[config.mk]
export PLATFORM = sky130hd
export DESIGN_NAME = ras_stack_flat
export DESIGN_NICKNAME = d
export VERILOG_FILES = /design/src/rtl/ras_if.sv /design/src/rtl/ras_stack.sv /design/src/flat_wrapper.sv
export SDC_FILE = /design/constraint.sdc
export NUM_CORES = 1
export LEC_CHECK = 0
export CAP_MARGIN = 20
export CORE_AREA = 10 10 133 257
export DETAILED_ROUTE_END_ITERATION = 10
export DIE_AREA = 0 0 143 267
export DONT_BUFFER_PORTS = 1
export HOLD_SLACK_MARGIN = 0.1
export SLEW_MARGIN = 20
export SYNTH_ARGS = -nofsm -noshare
export SYNTH_HDL_FRONTEND = slang
export SYNTH_SLANG_ARGS = --single-unit
[constraint.sdc]
create_clock -name clk -period 6.6 [get_ports clk]
set_input_delay 0.33 -clock clk [delete_from_list [all_inputs] [get_ports clk]]
set_output_delay 0.33 -clock clk [all_outputs]
set_load 0.01 [all_outputs]
[src/rtl/ras_if.sv]
// Strobe/data bundle between the return-address-stack controller and its storage.
// master = controller side (drives strobes), slave = ras_stack side.
interface ras_if #(
    parameter int XLEN  = 32,
    parameter int PTR_W = 3
);
    logic             push;
    logic             pop;
    logic [XLEN-1:0]  pctoras;
    logic             ckpt_save;
    logic             ckpt_restore;
    logic [XLEN-1:0]  pcfromras;
    logic             empty;
    logic             full;
    logic [PTR_W:0]   count;
    logic             ovf;
    logic             unf;

    modport master (
        output push, pop, pctoras, ckpt_save, ckpt_restore,
        input  pcfromras, empty, full, count, ovf, unf
    );

    modport slave (
        input  push, pop, pctoras, ckpt_save, ckpt_restore,
        output pcfromras, empty, full, count, ovf, unf
    );
endinterface

[src/rtl/ras_stack.sv]
// Circular return-address stack with combinational top-of-stack read.
// Define RAS_CKPT_EN to build the single-level pointer checkpoint/restore.
module ras_stack #(
    parameter int DEPTH = 8,
    parameter int PTR_W = 3,
    parameter int XLEN  = 32
) (
    input logic  clk,
    input logic  reset,
    ras_if.slave bus
);
    localparam logic [PTR_W-1:0] TOS_RST  = PTR_W'(DEPTH - 1);
    localparam logic [PTR_W:0]   FULL_CNT = (PTR_W+1)'(DEPTH);

    logic [XLEN-1:0]  mem [DEPTH];
    logic [PTR_W-1:0] tos;
    logic [PTR_W:0]   cnt;
    logic             ovf_q;
    logic             unf_q;
    logic [PTR_W-1:0] tos_inc;
    logic             is_empty;
    logic             is_full;

    // Natural PTR_W-bit wrap gives the modulo-DEPTH pointer arithmetic.
    assign tos_inc  = tos + PTR_W'(1);
    assign is_empty = (cnt == '0);
    assign is_full  = (cnt == FULL_CNT);

`ifdef RAS_CKPT_EN
    logic [PTR_W-1:0] s_tos;
    logic [PTR_W:0]   s_cnt;

    // A save coinciding with a restore is dropped so the snapshot survives.
    always_ff @(posedge clk) begin
        if (reset) begin
            s_tos <= TOS_RST;
            s_cnt <= '0;
        end else if (bus.ckpt_save && !bus.ckpt_restore) begin
            s_tos <= tos;
            s_cnt <= cnt;
        end
    end
`else
    logic unused_ckpt;
    assign unused_ckpt = bus.ckpt_save ^ bus.ckpt_restore;
`endif

    // NOTE: all state here updates with <= so every branch sees pre-edge tos/cnt.
    always_ff @(posedge clk) begin
        if (reset) begin
            tos   <= TOS_RST;
            cnt   <= '0;
            ovf_q <= 1'b0;
            unf_q <= 1'b0;
            // NOTE: the array is cleared on reset because it is small and reset contents are defined.
            for (int i = 0; i < DEPTH; i++) begin
                mem[i] <= '0;
            end
        end else begin
            ovf_q <= 1'b0;
            unf_q <= 1'b0;
`ifdef RAS_CKPT_EN
            if (bus.ckpt_restore) begin
                tos <= s_tos;
                cnt <= s_cnt;
            end else
`endif
            if (bus.push && bus.pop && !is_empty) begin
                // Return-then-call: replace the top in place.
                mem[tos] <= bus.pctoras;
            end else if (bus.push) begin
                tos          <= tos_inc;
                mem[tos_inc] <= bus.pctoras;
                if (is_full) begin
                    ovf_q <= 1'b1;
                end else begin
                    cnt <= cnt + 1'b1;
                end
            end else if (bus.pop) begin
                if (is_empty) begin
                    unf_q <= 1'b1;
                end else begin
                    tos <= tos - PTR_W'(1);
                    cnt <= cnt - 1'b1;
                end
            end
        end
    end

    assign bus.pcfromras = is_empty ? '1 : mem[tos];
    assign bus.empty     = is_empty;
    assign bus.full      = is_full;
    assign bus.count     = cnt;
    assign bus.ovf       = ovf_q;
    assign bus.unf       = unf_q;
endmodule

[src/flat_wrapper.sv]
// flat-port wrapper written by rule: the top's interface ports become plain ports
module ras_stack_flat 
#(
    parameter int DEPTH = 8,
    parameter int PTR_W = 3,
    parameter int XLEN  = 32
)
  (clk, reset, bus_push, bus_pop, bus_pctoras, bus_ckpt_save, bus_ckpt_restore, bus_pcfromras, bus_empty, bus_full, bus_count, bus_ovf, bus_unf);
  ras_if #(.XLEN(XLEN), .PTR_W(PTR_W)) bus_i ();
  input logic clk;
  input logic reset;
  input wire logic [$bits(bus_i.push)-1:0] bus_push;
  input wire logic [$bits(bus_i.pop)-1:0] bus_pop;
  input wire logic [$bits(bus_i.pctoras)-1:0] bus_pctoras;
  input wire logic [$bits(bus_i.ckpt_save)-1:0] bus_ckpt_save;
  input wire logic [$bits(bus_i.ckpt_restore)-1:0] bus_ckpt_restore;
  output wire logic [$bits(bus_i.pcfromras)-1:0] bus_pcfromras;
  output wire logic [$bits(bus_i.empty)-1:0] bus_empty;
  output wire logic [$bits(bus_i.full)-1:0] bus_full;
  output wire logic [$bits(bus_i.count)-1:0] bus_count;
  output wire logic [$bits(bus_i.ovf)-1:0] bus_ovf;
  output wire logic [$bits(bus_i.unf)-1:0] bus_unf;
  assign bus_i.push = bus_push;
  assign bus_i.pop = bus_pop;
  assign bus_i.pctoras = bus_pctoras;
  assign bus_i.ckpt_save = bus_ckpt_save;
  assign bus_i.ckpt_restore = bus_ckpt_restore;
  assign bus_pcfromras = bus_i.pcfromras;
  assign bus_empty = bus_i.empty;
  assign bus_full = bus_i.full;
  assign bus_count = bus_i.count;
  assign bus_ovf = bus_i.ovf;
  assign bus_unf = bus_i.unf;
  ras_stack #(.DEPTH(DEPTH), .PTR_W(PTR_W), .XLEN(XLEN)) u_core (.clk(clk), .reset(reset), .bus(bus_i));
endmodule
==> Flow_metrics.wiki, run 1 <==
{| class="wikitable"
! Metric !! Value
|-
| CP Max Fanout || 33
|-
| Commonest cells after routing, fill and taps aside || nor2_1 (266), edfxtp_1 (256), nand2_1 (102)
|-
| Maximum resistive drop on vdd || about 0.00030 V
|-
| Number of buffers and inverters on the critical path || 3
|-
| Dominant cell type by count on the critical path || buf_4
|-
| Most common cell after layout, fill and taps aside || nor2_1
|-
| Worst reg2reg setup slack || a little under 3 ns
|-
| Setup tns final || 0 ns
|-
| CP Launch Type || flip-flop
|-
| Via count of the routed design || 6826
|-
| Critical path cell sequence || o41a_2 > xnor2_1 > nor2_4 > buf_4 > inv_1 > o21bai_4 > buf_4
|-
| Worst EP arrival || 3.83 ns
|-
| Overall die width || about 140 µm
|-
| Number of antenna violations at the first check in global routing || 2
|-
| Simple-gate share of the synthesized area || 0.125
|-
| Overall die area || 38200 µm²
|-
| Number of buffers inserted for hold repair after clock tree synthesis || 35
|-
| Wire length of the first global-routing pass || 43.6 mm
|-
| Transition time at the pin with the least slew margin || 0.897 ns
|-
| Standard-cell rows || 90
|-
| Static Leakage || 4.75 nW
|-
| Maximum achievable frequency || 276 MHz
|-
| Ports || 78
|-
| Average wire length per cell after detail routing || 23.0 µm
|-
| Dominant combinational cell family by area after synthesis || multiplexers
|-
| # port buffers || 0
|-
| CTS sink cnt || 268
|-
| Number of enable-type register cells in the synthesized netlist || 256
|-
| All-layer global routing usage || 0.153
|-
| Required time of the worst setup path || 6.81 ns
|-
| Chip Height || around 270 µm
|-
| Global route overflow || 0
|-
| Critical Path End Type || flip-flop
|-
| Number of setup buffers added after CTS || 0
|-
| Xor-xnor portion of the synthesized cell area || 0.00442
|-
| Status || complete, no violations
|-
| Setup repair after global routing missed its margin || no
|-
| Initial core utilization || 0.396
|-
| Worst Hold Path Cells || 2
|-
| Vias/cell || 5.45
|-
| Sequential fraction of the synthesis area || 0.666
|-
| Pwr/cell area || between 400 and 500 nW/µm²
|-
| Final critical-path share of the clock period || 0.549
|-
| Synth Area in Compound Gates || 0.0171
|-
| Number of H-tree levels || 1
|-
| Post-place setup slack || 2.88 ns
|-
| Post-layout minimum cycle time || 3.62 ns
|-
| Synth Area per Inst || 13.9 µm²
|-
| Nets || 911
|-
| Finished Cell Area || 13200 µm²
|-
| Adder and majority gate portion of the synthesized area || 0.00589
|-
| Instance count on the critical path || 7
|-
| Prevailing post-synth register cell || edfxtp_1
|-
| Max stage delay cell, worst path || o21bai_4
|-
| Distinct cell type count after synthesis || 34
|-
| DRC Markers || 0
|-
| Area after detailed placement || roughly 12000 µm²
|-
| DR iter-0 viols || 521
|-
| Worst skew pair latency || about 0.53 ns
|-
| Gp weighted congestion || 0.763
|-
| Net count of the mapped netlist || roughly 900
|-
| TritonCTS clock tree || done
|-
| Sum of net half-perimeters after detailed placement || between 15 and 20 mm
|-
| Count of final hold-check violations || 0
|-
| Clock-pin slew reported for the worst setup and hold paths after clock tree synthesis || 0.07 ns
|-
| Antenna viol nets, final || 0
|-
| Number of warnings reported in the yosys synthesis log || 0
|-
| Floorplan core area || 30100 µm²
|-
| Type of the setup path with the least slack || reg -> reg
|-
| Final Setup Violations || 0
|-
| Number of clock buffers inserted by TritonCTS || 21
|-
| Fraction of layout instances using a drive strength above 1 || 0.149
|-
| Final number of max-transition violations || 0
|-
| Max capacitance violation total || 0
|-
| Hold/Removal Path Class || in -> reg
|-
| Initial DRT Pass Iterations || 5
|-
| Ys async rst share || 0
|-
| Aggregate routed wire length || 28.8 mm
|-
| Synth Instances || 853
|-
| Clock tree root buffer cell || clkbuf_16
|-
| Kind of cell with the highest combined delay on the critical path || compound AO/OA/AOI/OAI gates
|-
| Maximum number of pins on one net before global-route repair || 67
|-
| Worst Clk Skew || about 0.02 ns
|-
| Slowest stage delay, CP || 0.76 ns
|-
| Worst r2r path cells || 7
|-
| Fin worst setup slack || 2.98 ns
|-
| Vias in the first global route || 7365
|-
| Total of flip-flops plus latches after synthesis || ~270
|-
| Synthesized cell area || between 10000 and 15000 µm²
|-
| Area overhead of the layout relative to synthesis || 11.3%
|-
| Worst-case headroom to the max-slew limit || 0.402
|-
| Post-CTS sizing || 0
|-
| Number of buffers on the longest clock path || 3
|-
| Portion of netlist area occupied by mux cells || 0.149
|}
-- synthesized netlist by cell type, types with 4 or more instances --
cell / count / area, µm²
o21bai_1: 8 / 60.1
dfxtp_1: 12 / 240
mux2i_1: 33 / 330
buf_2: 18 / 90.1
buf_6: 13 / 146
nor2_1: 268 / 1010
clkbuf_1: 23 / 86.3
edfxtp_1: 256 / 7690
o22a_1: 4 / 35.0
ha_1: 4 / 50.1
mux4_2: 64 / 1440
nand3_1: 4 / 20.0
nand2_1: 102 / 383
xnor2_1: 5 / 43.8
inv_1: 7 / 26.3
-- routing by layer --
metal	vias to the layer above	wire length (µm)	global-route usage
li1	3097	-	-
met1	3501	10200	0.158
met2	176	16400	0.299
met3	52	1300	0.0210
met4	0	884	0.0580
met5	-	0	0
-- logic make-up (layout without fill, tap and decap cells) --
kind of cell               count (synthesis)  count (layout)
and+or+nand+nor                          385             385
DFF                                      268             268
muxes                                     97              97
buffers and inverters                     67              97
AOI/OAI and AO/OA                         25              25
xor gates and xnor gates                   6               6
adders and majority gates                  5               5
other                                      0               2
-- area by class of cell --
cell class | count | area, µm²
Inverter | 7 | 26.3
Sequential cell | 268 | 7940
Timing Repair Buffer | 52 | 478
Multi-Input combinational cell | 518 | 3700
Clock inverter | 11 | 87.6
Fill cell | 2672 | 16800
Clock buffer | 27 | 548
Antenna cell | 2 | 5.00
Tap cell | 368 | 460
-- registers in the layout, summed over array words and instances, names as in the netlist, named ones only --
name / cells
u_core.mem: 256
u_core.bus.unf: 1
u_core.tos: 3
u_core.bus.count: 4
u_core.bus.ovf: 1
-- report_power, final --
part | internal (mW) | total [mW] | switching [mW]
Combinational | 0.604 | 1.86 | 1.25
Sequential | 2.12 | 2.27 | 0.150
Clock | 0.633 | 1.22 | 0.586
-- metrics by stage --
| step | hold WS (ns) | std cells | util | total power, mW |
|---|---|---|---|---|
| after floorplan | 0.502 | 853 | - | 3.70 |
| after global placement | 0.405 | 1178 | 0.407 | 4.17 |
| after detailed placement | 0.407 | 1178 | 0.407 | 4.19 |
| after CTS | 0.105 | 1251 | 0.440 | 5.43 |
| after global routing | 0.121 | 1253 | 0.440 | 5.63 |
| final | 0.102 | 1253 | 0.440 | 5.34 |
-- final timing paths --
kind                            start             endpoint
hold reg to reg   u_core.bus.count[3]  u_core.bus.count[3]
hold / removal        bus_pctoras[18]    u_core.mem[4][18]
setup / recovery  u_core.bus.count[0]    u_core.mem[2][22]
setup reg to reg  u_core.bus.count[0]    u_core.mem[2][22]
(Power assumes the default switching activity.)
==> run 2: changes to the inputs <==
==> constraint.sdc (replaced) <==
create_clock -name clk -period 3.03 [get_ports clk]
set_input_delay 0.1515 -clock clk [delete_from_list [all_inputs] [get_ports clk]]
set_output_delay 0.1515 -clock clk [all_outputs]
set_load 0.01 [all_outputs]
==> run 2 against run 1 <==
  * Sequential power grew 120%
  * Setup slack lost 2.6 ns
  * Die area is the same
  * Power grew 130%
  * Worst hold slack gained 0.061 ns
  * Clock power grew 130%
  * Clock-buffer cell count shrank 3
  * Via count grew 1.9%
  * Combinational power grew 140%
  * Sequential share of layout area shrank 1.6 points
  * Largest power group unchanged
==> Flow_metrics.wiki, run 2 (synthesized netlist as in run 1, its figures left out) <==
{| class="wikitable"
! Metric !! Value
|-
| Status || complete, no violations
|-
| Antenna viol nets, final || 0
|-
| Clock-pin slew reported for the worst setup and hold paths after clock tree synthesis || 0.07 ns
|-
| Average wire length per cell after detail routing || around 23 µm
|-
| Nets || 938
|-
| Critical Path End Type || output port
|-
| Ports || 78
|-
| Initial core utilization || 0.396
|-
| Final Setup Violations || 0
|-
| Post-layout minimum cycle time || between 2 and 3 ns
|-
| Maximum resistive drop on vdd || 0.000419 V
|-
| Transition time at the pin with the least slew margin || 0.783 ns
|-
| Fraction of power consumed by combinational cells || 0.365
|-
| Static Leakage || between 4 and 5 nW
|-
| Post-route total power || around 12 mW
|-
| Finished Cell Area || 13600 µm²
|-
| Number of cells in the finished layout apart from fillers || around 1300
|-
| Setup tns final || 0 ns
|-
| Maximum number of pins on one net before global-route repair || 57
|-
| Type of the setup path with the least slack || reg -> out
|-
| Floorplan core area || 30100 µm²
|-
| Placed Instances || 1201
|-
| Launch point of the worst reg-to-reg path || u_core.bus.count[2]
|-
| Standard-cell rows || 90
|-
| Relative contribution of the clock network to total power || 0.232
|-
| Internal Power || 7.63 mW
|-
| Vias/cell || 5.44
|-
| Count of final hold-check violations || 0
|-
| Initial DRT Pass Iterations || 5
|-
| Worst-case headroom to the max-slew limit || 0.478
|-
| Utilization of the core after routing || 0.453
|-
| Sum of net half-perimeters after detailed placement || 18.3 mm
|-
| Number of clock buffers inserted by TritonCTS || 23
|-
| CP Launch Type || flip-flop
|-
| Global route overflow || 0
|-
| Area overhead of the layout relative to synthesis || 14.4%
|-
| Post-place setup slack || between 0.4 and 0.5 ns
|-
| All-layer global routing usage || 0.159
|-
| Number of antenna violations at the first check in global routing || 1
|-
| Number of diodes || 0
|-
| Overall die area || ~38000 µm²
|-
| Commonest cells after routing, fill and taps aside || nor2_1 (266), edfxtp_1 (256), nand2_1 (102)
|-
| Switching power summed over all nets || 4.51 mW
|-
| Number of buffers on the longest clock path || 3
|-
| Clock tree root buffer cell || clkbuf_16
|-
| TritonCTS clock tree || done
|-
| # port buffers || 0
|-
| Timing endpoint of the critical path || bus_pcfromras[31]
|-
| Pwr/cell area || 892 nW/µm²
|-
| Reg power frac || 0.403
|-
| DRC Markers || 0
|-
| Final critical-path share of the clock period || 0.880
|-
| Number of H-tree levels || 1
|-
| Setup repair after global routing missed its margin || no
|-
| Maximum achievable frequency || ~380 MHz
|-
| Area after detailed placement || 12500 µm²
|-
| CP Max Fanout || 13
|-
| Most common cell after layout, fill and taps aside || nor2_1
|-
| Wire length of the first global-routing pass || 45.2 mm
|-
| Vias in the first global route || 7607
|-
| Hold/Removal Path Class || in -> reg
|-
| Total area of multi-input combinational cells || 3700 µm²
|-
| Gp weighted congestion || 0.759
|-
| Overall die width || 143 µm
|-
| Fraction of layout instances using a drive strength above 1 || 0.175
|-
| Via count of the routed design || 6956
|-
| Final number of max-transition violations || 0
|-
| Smallest hold slack || 0.164 ns
|-
| Required time of the worst setup path || 2.88 ns
|-
| Fin worst setup slack || between 0.3 and 0.4 ns
|-
| Number of setup buffers added after CTS || 0
|-
| Largest register FFs || 256
|-
| Worst EP arrival || 2.51 ns
|-
| Number of fillers in the final layout || 2653
|-
| Worst skew pair latency || ~0.53 ns
|-
| Aggregate routed wire length || just under 30 mm
|-
| Sequential cell area || 7930 µm²
|-
| Worst Clk Skew || 0.0135 ns
|-
| CTS sink cnt || 268
|-
| Most flops, register || u_core.mem
|-
| Switch share || 0.371
|-
| Worst r2r path cells || 5
|-
| Max capacitance violation total || 0
|-
| Worst reg2reg setup slack || 0.40 ns
|-
| Chip Height || 267 µm
|-
| Endpoint of the lowest-slack register-to-register path || u_core.mem[7][11]
|-
| DR iter-0 viols || 580
|}
[run 2: worst max-delay path: stages (launching register included)]
cell,delay [ns]
dfxtp_4,0.53
buf_4,0.36
mux4_2,0.55
mux2i_1,0.35
nand2_1,0.18
[run 2: area by class of cell]
cell class                 instances  share of cell area
multi-input combinational        518               0.272
clock inverter                    16             0.00837
inverter                           7             0.00193
tap                              368              0.0338
sequential                       268               0.583
clock buffer                      24              0.0426
timing repair buffer              77              0.0585
[run 2: power by group through the flow]
stage | Combinational (mW) | Clock, mW | Sequential (mW)
global placement | 4.43 | 0 | 4.97
finish | 4.43 | 2.81 | 4.90
global route | 4.81 | 2.99 | 4.96
detailed placement | 4.47 | 0 | 4.99
CTS | 4.55 | 2.85 | 4.91
floorplan | 3.24 | 0 | 4.82
[run 2: how the worst min path moves through the flow]
stage                  from  slack [ns]                  end  cells past startpoint
finish                reset        0.16     u_core.mem[2][2]                      2
global route          reset        0.17     u_core.mem[2][4]                      2
CTS                   reset        0.16     u_core.mem[2][8]                      2
detailed placement    reset        0.23  u_core.bus.count[2]                      1
global placement      reset        0.23  u_core.bus.count[0]                      1
floorplan           bus_pop        0.32       u_core.bus.unf                      1
[run 2: metal layers]
layer	wire [µm]	share of wire	up-vias	global-route usage
li1	-	-	3163	-
met1	10800	0.36	3555	0.168
met2	17000	0.57	182	0.306
met3	1230	0.041	56	0.0203
met4	777	0.026	0	0.0599
met5	0	0	-	0
[run 2: repair_timing]
item                                   4_1_cts  5_1_grt
endpoints found under the hold margin      295        0
hold buffers                                37        0
resized for setup                            0        0
